--- src/rtl/image_gen_pkg.sv ---
// image_gen_pkg: ILI9341 opcodes, RGB565 palettes, FSM states and the init/header command ROM.
// Constants only; no latency, no backpressure.
package image_gen_pkg;

  localparam logic [7:0] OP_SWRESET = 8'h01;
  localparam logic [7:0] OP_SLPOUT  = 8'h11;
  localparam logic [7:0] OP_COLMOD  = 8'h3A;
  localparam logic [7:0] OP_MADCTL  = 8'h36;
  localparam logic [7:0] OP_DISPON  = 8'h29;
  localparam logic [7:0] OP_CASET   = 8'h2A;
  localparam logic [7:0] OP_PASET   = 8'h2B;
  localparam logic [7:0] OP_RAMWR   = 8'h2C;

  localparam int unsigned INIT_DELAY_DEF = 5000;
  localparam int unsigned CELL_DEF       = 20;
  localparam int unsigned GRID_W         = 16;
  localparam int unsigned GRID_H         = 12;

  localparam logic [15:0] P0_HEAD   = 16'h07E0;
  localparam logic [15:0] P0_BODY   = 16'h03E0;
  localparam logic [15:0] P0_APPLE  = 16'hF800;
  localparam logic [15:0] P0_BORDER = 16'hFFFF;
  localparam logic [15:0] P0_BG     = 16'h0000;
  localparam logic [15:0] P1_HEAD   = 16'hFFE0;
  localparam logic [15:0] P1_BODY   = 16'hFD20;
  localparam logic [15:0] P1_APPLE  = 16'hF800;
  localparam logic [15:0] P1_BORDER = 16'h001F;
  localparam logic [15:0] P1_BG     = 16'h2104;
  localparam logic [15:0] C_GAMEOVER = 16'hF800;
  localparam logic [15:0] C_GRID     = 16'h4208;

  typedef enum logic [1:0] {
    ST_INIT,
    ST_HEADER,
    ST_PIXELS,
    ST_FRAME_END
  } state_t;

  // Entries are {dcx, byte}; the first INIT_LEN run once, the rest open every frame.
  localparam int unsigned INIT_LEN = 7;
  localparam int unsigned ROM_LEN  = 18;
  localparam logic [8:0] CMD_ROM [ROM_LEN] = '{
    {1'b0, OP_SWRESET}, {1'b0, OP_SLPOUT},
    {1'b0, OP_COLMOD},  {1'b1, 8'h55},
    {1'b0, OP_MADCTL},  {1'b1, 8'h28},
    {1'b0, OP_DISPON},
    {1'b0, OP_CASET},   {1'b1, 8'h00}, {1'b1, 8'h00}, {1'b1, 8'h01}, {1'b1, 8'h3F},
    {1'b0, OP_PASET},   {1'b1, 8'h00}, {1'b1, 8'h00}, {1'b1, 8'h00}, {1'b1, 8'hEF},
    {1'b0, OP_RAMWR}
  };

  function automatic logic [15:0] pal_colour(input logic pal, input logic [15:0] c0,
                                             input logic [15:0] c1);
    return pal ? c1 : c0;
  endfunction

endpackage

--- src/rtl/image_generator_lcd_byte_writer.sv ---
// lcd_byte_writer: 8080 write strobe, cycle A drives D/dcx with wr low, cycle B raises wr.
// Latency: byte on the bus the cycle after i_start; o_ready high in cycle B allows back-to-back bytes.
module lcd_byte_writer (
  input  logic       clk,
  input  logic       nrst,
  input  logic       i_start,
  input  logic       i_dcx,
  input  logic [7:0] i_dat,
  output logic       o_ready,
  output logic       o_wr,
  output logic       o_dcx,
  output logic [7:0] o_d
);

  logic       r_wr;
  logic       r_dcx;
  logic [7:0] r_d;

  always_ff @(posedge clk or negedge nrst) begin
    if (!nrst) begin
      r_wr  <= 1'b1;
      r_dcx <= 1'b1;
      r_d   <= 8'h00;
    end else if (i_start && r_wr) begin
      r_wr  <= 1'b0;
      r_dcx <= i_dcx;
      r_d   <= i_dat;
    end else begin
      r_wr  <= 1'b1;
    end
  end

  assign o_ready = r_wr;
  assign o_wr    = r_wr;
  assign o_dcx   = r_dcx;
  assign o_d     = r_d;

endmodule

--- src/rtl/image_generator.sv ---
// image_generator: ILI9341 init then endless 16x12-cell RGB565 snake frames; GRID_LINES_EN adds grid lines.
// Latency: one byte per 2 clk, no stalls, no backpressure; frame period 22 + 4*H_PIX*V_PIX cycles.
module image_generator
  import image_gen_pkg::*;
#(
  parameter int unsigned INIT_DELAY = INIT_DELAY_DEF,
  parameter int unsigned CELL       = CELL_DEF
) (
  input  logic       clk,
  input  logic       nrst,
  input  logic       snakeHead,
  input  logic       snakeBody,
  input  logic       apple,
  input  logic       border,
  input  logic       KeyEnc,
  input  logic       GameOver,
  output logic       sync,
  output logic       dcx,
  output logic       wr,
  output logic [7:0] D,
  output logic [3:0] x,
  output logic [3:0] y
);

  localparam logic [4:0]  SUB_LAST   = 5'(CELL - 1);
  localparam logic [3:0]  X_LAST     = 4'(GRID_W - 1);
  localparam logic [3:0]  Y_LAST     = 4'(GRID_H - 1);
  localparam logic [4:0]  IDX_INIT_L = 5'(INIT_LEN - 1);
  localparam logic [4:0]  IDX_HDR_F  = 5'(INIT_LEN);
  localparam logic [4:0]  IDX_HDR_L  = 5'(ROM_LEN - 1);
  localparam logic [15:0] DELAY_LOAD = 16'(INIT_DELAY + 1);

  state_t      r_state, w_state_nxt;
  logic [4:0]  r_idx, w_idx_nxt;
  logic [15:0] r_delay;
  logic        r_lo, w_lo_nxt;
  logic [7:0]  r_colour_lo;
  logic [4:0]  r_sub_x, r_sub_y;
  logic [3:0]  r_x, r_y;
  logic        r_sync, w_sync_nxt;
  logic        r_key_d, r_pend, r_pal, r_go;

  logic        w_ready, w_start, w_dcx;
  logic [7:0]  w_dat;
  logic [8:0]  w_rom;
  logic [15:0] w_colour;
  logic        w_delay_load, w_adv, w_colour_ld, w_frame_latch, w_cnt_clr;
  logic        w_key_rise, w_last_px;

  assign w_rom      = CMD_ROM[r_idx];
  assign w_key_rise = KeyEnc & ~r_key_d;
  assign w_last_px  = (r_sub_x == SUB_LAST) && (r_x == X_LAST) &&
                      (r_sub_y == SUB_LAST) && (r_y == Y_LAST);

  // Later assignments win, so the order below encodes the colour priority.
  always_comb begin
    w_colour = pal_colour(r_pal, P0_BG, P1_BG);
    if (border)    w_colour = pal_colour(r_pal, P0_BORDER, P1_BORDER);
    if (apple)     w_colour = pal_colour(r_pal, P0_APPLE, P1_APPLE);
    if (snakeBody) w_colour = pal_colour(r_pal, P0_BODY, P1_BODY);
    if (snakeHead) w_colour = pal_colour(r_pal, P0_HEAD, P1_HEAD);
    if (r_go && !border) w_colour = C_GAMEOVER;
`ifdef GRID_LINES_EN
    if (!border && (r_sub_x == 5'd0 || r_sub_y == 5'd0)) w_colour = C_GRID;
`endif
  end

  always_comb begin
    w_state_nxt   = r_state;
    w_idx_nxt     = r_idx;
    w_lo_nxt      = r_lo;
    w_start       = 1'b0;
    w_dcx         = 1'b1;
    w_dat         = 8'h00;
    w_delay_load  = 1'b0;
    w_adv         = 1'b0;
    w_colour_ld   = 1'b0;
    w_frame_latch = 1'b0;
    w_sync_nxt    = 1'b0;
    w_cnt_clr     = 1'b0;
    case (r_state)
      ST_INIT: begin
        if (w_ready && r_delay == 16'd0) begin
          w_start      = 1'b1;
          {w_dcx, w_dat} = w_rom;
          w_idx_nxt    = r_idx + 5'd1;
          w_delay_load = (r_idx <= 5'd1);
          if (r_idx == IDX_INIT_L) w_state_nxt = ST_HEADER;
        end
      end
      ST_HEADER: begin
        if (w_ready) begin
          w_start        = 1'b1;
          {w_dcx, w_dat} = w_rom;
          if (r_idx == IDX_HDR_L) begin
            w_idx_nxt     = IDX_HDR_F;
            w_frame_latch = 1'b1;
            w_state_nxt   = ST_PIXELS;
          end else begin
            w_idx_nxt = r_idx + 5'd1;
          end
        end
      end
      ST_PIXELS: begin
        if (w_ready) begin
          w_start  = 1'b1;
          w_lo_nxt = ~r_lo;
          if (!r_lo) begin
            w_dat       = w_colour[15:8];
            w_colour_ld = 1'b1;
          end else begin
            w_dat = r_colour_lo;
            w_adv = 1'b1;
            if (w_last_px) w_state_nxt = ST_FRAME_END;
          end
        end
      end
      ST_FRAME_END: begin
        w_sync_nxt  = 1'b1;
        w_cnt_clr   = 1'b1;
        w_state_nxt = ST_HEADER;
      end
      default: w_state_nxt = ST_INIT;
    endcase
  end

  always_ff @(posedge clk or negedge nrst) begin
    if (!nrst) begin
      r_state     <= ST_INIT;
      r_idx       <= 5'd0;
      r_delay     <= 16'd0;
      r_lo        <= 1'b0;
      r_colour_lo <= 8'h00;
      r_sync      <= 1'b0;
    end else begin
      r_state <= w_state_nxt;
      r_idx   <= w_idx_nxt;
      r_lo    <= w_lo_nxt;
      r_sync  <= w_sync_nxt;
      if (w_delay_load)        r_delay <= DELAY_LOAD;
      else if (r_delay != 0)   r_delay <= r_delay - 16'd1;
      if (w_colour_ld)         r_colour_lo <= w_colour[7:0];
    end
  end

  // Palette and game-over change only at RAMWR so a frame is never torn.
  always_ff @(posedge clk or negedge nrst) begin
    if (!nrst) begin
      r_key_d <= 1'b0;
      r_pend  <= 1'b0;
      r_pal   <= 1'b0;
      r_go    <= 1'b0;
    end else begin
      r_key_d <= KeyEnc;
      if (w_frame_latch) begin
        r_pal  <= r_pal ^ r_pend;
        r_go   <= GameOver;
        r_pend <= w_key_rise;
      end else begin
        r_pend <= r_pend | w_key_rise;
      end
    end
  end

  always_ff @(posedge clk or negedge nrst) begin
    if (!nrst) begin
      r_sub_x <= 5'd0;
      r_sub_y <= 5'd0;
      r_x     <= 4'd0;
      r_y     <= 4'd0;
    end else if (w_cnt_clr) begin
      r_sub_x <= 5'd0;
      r_sub_y <= 5'd0;
      r_x     <= 4'd0;
      r_y     <= 4'd0;
    end else if (w_adv) begin
      if (r_sub_x == SUB_LAST) begin
        r_sub_x <= 5'd0;
        if (r_x == X_LAST) begin
          r_x <= 4'd0;
          if (r_sub_y == SUB_LAST) begin
            r_sub_y <= 5'd0;
            r_y     <= (r_y == Y_LAST) ? 4'd0 : r_y + 4'd1;
          end else begin
            r_sub_y <= r_sub_y + 5'd1;
          end
        end else begin
          r_x <= r_x + 4'd1;
        end
      end else begin
        r_sub_x <= r_sub_x + 5'd1;
      end
    end
  end

  lcd_byte_writer u_writer (
    .clk     (clk),
    .nrst    (nrst),
    .i_start (w_start),
    .i_dcx   (w_dcx),
    .i_dat   (w_dat),
    .o_ready (w_ready),
    .o_wr    (wr),
    .o_dcx   (dcx),
    .o_d     (D)
  );

  assign sync = r_sync;
  assign x    = r_x;
  assign y    = r_y;

endmodule

--- config.mk ---
export PLATFORM = sky130hd
export DESIGN_NAME = image_generator
export DESIGN_NICKNAME = d
export VERILOG_FILES = /design/src/rtl/image_gen_pkg.sv /design/src/rtl/image_generator_lcd_byte_writer.sv /design/src/rtl/image_generator.sv
export SDC_FILE = /design/constraint.sdc
export NUM_CORES = 1
export LEC_CHECK = 0
export ABC_AREA = 1
export BUFFER_PORTS_ARGS = -buffer_cell sky130_fd_sc_hd__buf_2
export CAP_MARGIN = 20
export CORE_UTILIZATION = 60
export CTS_BUF_LIST = sky130_fd_sc_hd__clkbuf_8 sky130_fd_sc_hd__clkbuf_16
export CTS_CLUSTER_DIAMETER = 100
export DETAILED_ROUTE_END_ITERATION = 10
export GPL_ROUTABILITY_DRIVEN = 0
export PLACE_DENSITY_LB_ADDON = 0.3
export SLEW_MARGIN = 20
export SYNTH_ARGS = -nofsm -noshare
export SYNTH_HDL_FRONTEND = slang
export SYNTH_SLANG_ARGS = --single-unit
--- constraint.sdc ---
create_clock -name clk -period 1.8 [get_ports clk]
set_input_delay 0.36 -clock clk [delete_from_list [all_inputs] [get_ports clk]]
set_output_delay 0.36 -clock clk [all_outputs]
set_load 0.02 [all_outputs]
==> Yosys cells after proc, flatten, opt, wreduce, memory -nomap -nowiden <==
Memories as Yosys holds them, arrays and structs flattened.
Index checks and enable logic that the tools add are counted.
{ "op_classes": {"eq_ne": 16, "div": 0, "n_lt_le_gt_ge": 2, "mux": 68, "n_mul": 0, "bitwise": 6, "add_sub_neg": 6, "shift": 0, "reduce_logical": 23} }
{ "ops": {"columns": ["cell", "count"], "rows": [
  ["16-bit 2-to-1 mux", 10],
  ["5-bit 2-to-1 mux", 11],
  ["4-bit 2-to-1 mux", 10],
  ["8-bit 2-to-1 mux", 4],
  ["8-bit one-hot mux with 3 select lines", 1],
  ["1-bit 2-to-1 mux", 18],
  ["9-bit 2-to-1 mux", 2],
  ["16-bit logical NOT", 1],
  ["16-bit nonzero test", 1],
  ["16-bit by 1-bit subtractor with 16-bit output, second input constant", 1],
  ["5-bit by 1-bit adder with 5-bit output, second input constant", 3],
  ["5-bit == test, second input constant", 3],
  ["14-bit 2-to-1 mux", 1],
  ["2-bit 2-to-1 mux", 7],
  ["2-bit nonzero test", 6],
  ["2-bit != test, second input constant", 5],
  ["5-bit one-hot mux with 2 select lines", 1],
  ["4-bit by 1-bit adder with 4-bit output, second input constant", 2],
  ["4-bit == test, second input constant", 2],
  ["2-bit one-hot mux with 4 select lines", 1],
  ["7-bit AND reduction", 1],
  ["6-bit >= comparator, second input constant", 1],
  ["1-bit logical AND", 6],
  ["5-bit NOT with 6-bit output", 1],
  ["16 further kinds", 22]
]} }
{ "word_totals": {"ram_bits": 0, "output_inout_bits": 19, "wordCells": 139, "mem_count": 1, "mem_bits_ro": 288, "latchBits": 0, "register_bits": 65} }
{ "memory_table": {"columns": ["memory", "depth", "word_bits", "read_ports", "rd_ports_with_merged_regs", "write_ports", "line_no", "source"], "rows": [
  ["(no name shown)", 32, 9, 1, 0, 0, "image_generator.sv:50", "assign w_rom = CMD_ROM[r_idx];"]
]} }

==> Logic depth before layout (Yosys ltp) <==
{ "logic_depth": {"ltp_word": 9, "mapped_depth": 12, "mapped_depth_nobuf": 12} }

==> By module <==
From an unflattened synthesis, not the netlist that was laid out.
{ "hier_totals": {"cells_unflattened": 505, "area_unflattened_um2": 3953.8} }
{ "modules_own_cells": {"columns": ["mod", "area_per_inst_um2", "cells_each", "n_inst", "seq_area_each_um2"], "rows": [
  ["image_generator", 3535.9, 464, 1, 1276.2],
  ["lcd_byte_writer", 417.9, 41, 1, 252.7]
]} }

==> Worst setup path before layout <==
No wires, ideal clock.
{ "synth_timing": {"kind": "flip-flop to flip-flop", "from": "reg u_writer.r_wr, in the netlist u_writer.o_ready", "to": "reg r_y[1], in the netlist y[1]", "n_path_buf": 1, "period_less_slack_ns": 1.635, "arrival_time_ns": 1.517, "path_stages_with_launch": 11, "slack_ns": 0.165, "cell_sequence": "dfstp_2 buf_4 nand2_4 clkinv_2 nand2_4 o21ai_4 nand2_4 nor2_4 inv_2 nand2_1 nand2_1"} }
{ "synth_between": {"elab_chain_len": 4} }
{ "synth_rtl": {"columns": ["item", "line_no", "source"], "rows": [
  ["start: declaration", "image_generator_lcd_byte_writer.sv:15", "logic r_wr;"],
  ["start signal: assignment", "image_generator_lcd_byte_writer.sv:21", "r_wr <= 1'b1;"],
  ["start signal: assignment", "image_generator_lcd_byte_writer.sv:25", "r_wr <= 1'b0;"],
  ["start signal: assignment", "image_generator_lcd_byte_writer.sv:29", "r_wr <= 1'b1;"],
  ["1-bit 2-to-1 mux", "image_generator.sv:105", "if (w_ready) begin"],
  ["1-bit 2-to-1 mux", "image_generator.sv:81", "case (r_state)"],
  ["2-bit nonzero test (no line)", null, null],
  ["4-bit AND reduction (no line)", null, null],
  ["end signal: assignment", "image_generator.sv:183", "r_y <= (r_y == Y_LAST) ? 4'd0 : r_y + 4'd1;"],
  ["end: declaration", "image_generator.sv:39", "logic [3:0] r_x, r_y;"]
]} }
No other way between the ends.
A chain may end at the register's enable or synchronous reset.

==> Worst setup path in the final report <==
{ "layout_timing": {"from": "reg r_idx[1]", "to": "reg r_delay[1]"} }
{ "layout_between": {"elab_chain_len": 4, "word_cells_on_any_way": 5, "cone_classes": "order compare (1); mux (3); reduce/logical (1)"} }
{ "layout_rtl": {"columns": ["item", "line_no", "source"], "rows": [
  ["start: declaration", "image_generator.sv:34", "logic [4:0] r_idx, w_idx_nxt;"],
  ["start signal: assignment", "image_generator.sv:137", "r_idx <= w_idx_nxt;"],
  ["5-bit by 1-bit less-or-equal comparator with 1-bit output (*)", "image_generator.sv:87", "w_delay_load = (r_idx <= 5'd1);"],
  ["1-bit 2-to-1 mux (*)", "image_generator.sv:83", "if (w_ready && r_delay == 16'd0) begin"],
  ["1-bit 2-to-1 mux (*)", "image_generator.sv:81", null],
  ["16-bit 2-to-1 mux or 2-bit nonzero test (tied branches)", null, null],
  ["end signal: assignment", "image_generator.sv:141", "else if (r_delay != 0) r_delay <= r_delay - 16'd1;"],
  ["end: declaration", "image_generator.sv:35", "logic [15:0] r_delay;"]
]} }
Mark *: on every way between the ends. The rest lies on a longest branch, timed or not.

==> flow_metrics.py <==
metrics = {
    "sta": {
        "grt_setup_unrepaired": "true",
        "finClkSkew_ps": 10.6,
        "finalSetupViolations": 0,
        "max_freq_mhz": 591,
        "fin_hold_ws_ps": -13.6,
        "hold_viol": 8,
        "slew_headroom": 0.744,
        "setup_ws_ps": 107,
        "period_share": 0.940,
        "maxSlewViolCount": 0,
        "period_needed_ps": 1690,
        "tightest_slew_ps": 383,
    },
    "layout": {
        "syn2layout_area_growth_pct": 16.1,
        "final_cell_mix": "nand2_1 (116), nor2_1 (67), dfrtp_1 (58)",
        "nets": 591,
        "stdcell_count": 644,
        "layout_commonest_cell": "nand2_1",
        "num_antenna_cells": 0,
        "drive_gt1_frac": 0.208,
    },
    "synthesis": {
        "syn_nets": 537,
        "syn_avg_cell_area_um2": 7.71,
        "netlist_instances": 508,
        "yosysUniqueCellTypes": 41,
        "ys_ff_latch": 61,
        "ys_seq_area_frac": 0.390,
        "syn_area_um2": 3920,
        "yosysWarnings": 0,
    },
    "detailed_routing": {
        "drcViolationCount": 0,
        "ant_nets": 0,
        "wire_per_inst_um": 13.6,
        "detail_route.vias_per_cell": 5.47,
        "wirelength_um": 8750,
        "vias": 3523,
        "first_pass_iters": 5,
        "drt_iter0_markers": 224,
    },
    "clock_tree": {
        "root_buffer": "clkbuf_8",
        "cts_hold_buffers": 0,
        "numCtsBuffers": 9,
        "numClockSinks": 61,
        "cts_tree": "yes",
        "clkTransAtPathRegs_ps": 80,
        "cts_htree_levels": 3,
        "clkLatencyLatePin_ps": 350,
        "clk_path_buf_depth": 2,
    },
    "worst_setup_path": {
        "ff2ff_path_depth": 7,
        "required_ps": 2040,
        "crit_fanout": 5,
        "critical_path_class": "flip-flop to flip-flop",
        "end_kind": "flip-flop",
        "startpoint_type": "flip-flop",
        "arrival_ps": 1930,
    },
    "outcome": {
        "outcome": "complete, but fails checks",
        "violations": "hold timing",
    },
    "floorplan": {
        "fp.dieW_um": 82.8,
        "io_pins": 27,
        "start_util": 0.620,
        "coreArea_um2": 6310,
        "die_h_um": 82.8,
        "die_area_um2": 6860,
        "std_cell_rows": 29,
    },
    "hold_path": {
        "hold_class": "primary input to asynchronous set/reset pin",
    },
    "placement": {
        "post-place-ws_ps": 11.0,
        "port_buffers": 26,
        "hpwl_um": 6010,
        "dpl.cell_count": 621,
    },
    "grt": {
        "antenna_found_initial": 0,
        "grt_pass1_wl_um": 14800,
        "grt_pass1_vias": 3392,
        "grt-ovfl-total": 0,
        "grt_usage": 0.266,
        "grt_max_degree": 62,
    },
    "job": {
        "maxCapViolCount": 0,
    },
    "pwr": {
        "leakagePower_nw": 2.30,
        "power.density_nw_per_um2": 623,
        "power_mw": 2.84,
        "vdd_drop_max_mv": 0.499,
    },
}
==> routing by layer <==
metal  share of wire  GRT usage  up-vias
li1                -          -     1749
met1            0.43      0.344     1656
met2            0.50      0.447      100
met3           0.048     0.0507       18
met4           0.019     0.0972        0
met5               0          0        -
==> final timing paths <==
| kind | start | end | slack (ps) |
|---|---|---|---|
| max in group asynchronous | nrst | u_writer.o_dcx | 1470 |
| hold / removal | nrst | sync | -10 |
| setup reg to reg | r_idx[1] | r_delay[1] | 110 |
| setup / recovery | r_idx[1] | r_delay[1] | 110 |
| hold reg to reg | r_key_d | r_pend | 430 |
| min in group clk | KeyEnc | r_key_d | 120 |
==> synth_stat cells, drive strengths merged <==
| cell | instances | area [µm²] |
|---|---|---|
| a21boi | 1 | 7.51 |
| a21oi | 21 | 105 |
| a31oi | 2 | 12.5 |
| a32o | 1 | 10.0 |
| and2 | 1 | 6.26 |
| and3b | 1 | 8.76 |
| buf | 4 | 32.5 |
| clkbuf | 1 | 5.00 |
| clkinv | 2 | 13.8 |
| dfrtp | 59 | 1480 |
| dfstp | 2 | 52.6 |
| ha | 21 | 263 |
| inv | 60 | 225 |
| nand2 | 133 | 579 |
| nand3 | 39 | 205 |
| nand4 | 6 | 37.5 |
| nor2 | 79 | 373 |
| nor3 | 8 | 45.0 |
| nor3b | 4 | 30.0 |
| o211ai | 2 | 15.0 |
| o21a | 2 | 15.0 |
| o21ai | 39 | 233 |
| o22ai | 1 | 6.26 |
| o31ai | 3 | 22.5 |
| or2 | 1 | 6.26 |
| xnor2 | 8 | 70.1 |
| xor2 | 7 | 61.3 |
==> cells by family (layout without fill, tap and decap cells) <==
kind of cell / count (synthesis) / count (layout) / synth area share
compound gates: 72 / 72 / 0.109
xor+xnor: 15 / 15 / 0.0335
flops: 61 / 61 / 0.390
buf+inv: 67 / 125 / 0.0706
fa+ha+maj: 21 / 21 / 0.0671
simple gates: 272 / 273 / 0.330
==> worst max-delay path, cell delays in order, from the launching register on <==
cell and delay, ps:
dfrtp_1 430, inv_1 90, ha_1 180, nand3_1 140, o21ai_2 270, nand4_1 260
o21ai_1 160, inv_1 50
==> state kept, by name (all words and copies together), names as in the netlist, 2 cells and up <==
name,count
r_state,2
r_delay,16
x,4
r_idx,5
u_writer.o_d,8
r_sub_y,5
y,4
r_sub_x,5
r_colour_lo,4
==> stage by stage <==
step	area (µm²)	setup TNS, ps	util
CTS	4480	0	0.709
detailed placement	4240	0	0.672
floorplan	3920	0	-
global route	4550	-3.39	0.721
global placement	4240	0	0.672
finish	4550	0	0.721
==> report_power, final <==
group | total [mW] | switching (mW) | internal, mW
Clock | 1.40 | 0.585 | 0.814
Sequential | 1.37 | 0.000228 | 1.37
Combinational | 0.0647 | 0.0470 | 0.0177
==> cell type report <==
type,count,area [µm²]
tap,77,96.3
clock inverter,6,86.3
inverter,62,243
multi-input combinational,381,2140
sequential,61,1530
fill,508,1760
clock buffer,10,138
timing repair buffer,47,313
==> what timing repair did <==
action,in CTS,in global routing
setup buffers,1,5
endpoints found under the setup margin,3,26
resized for setup,0,13
pin swaps,1,5
endpoints found under the hold margin,0,0
gates cloned,0,1
Note: power is estimated with default switching activity, not from simulation.
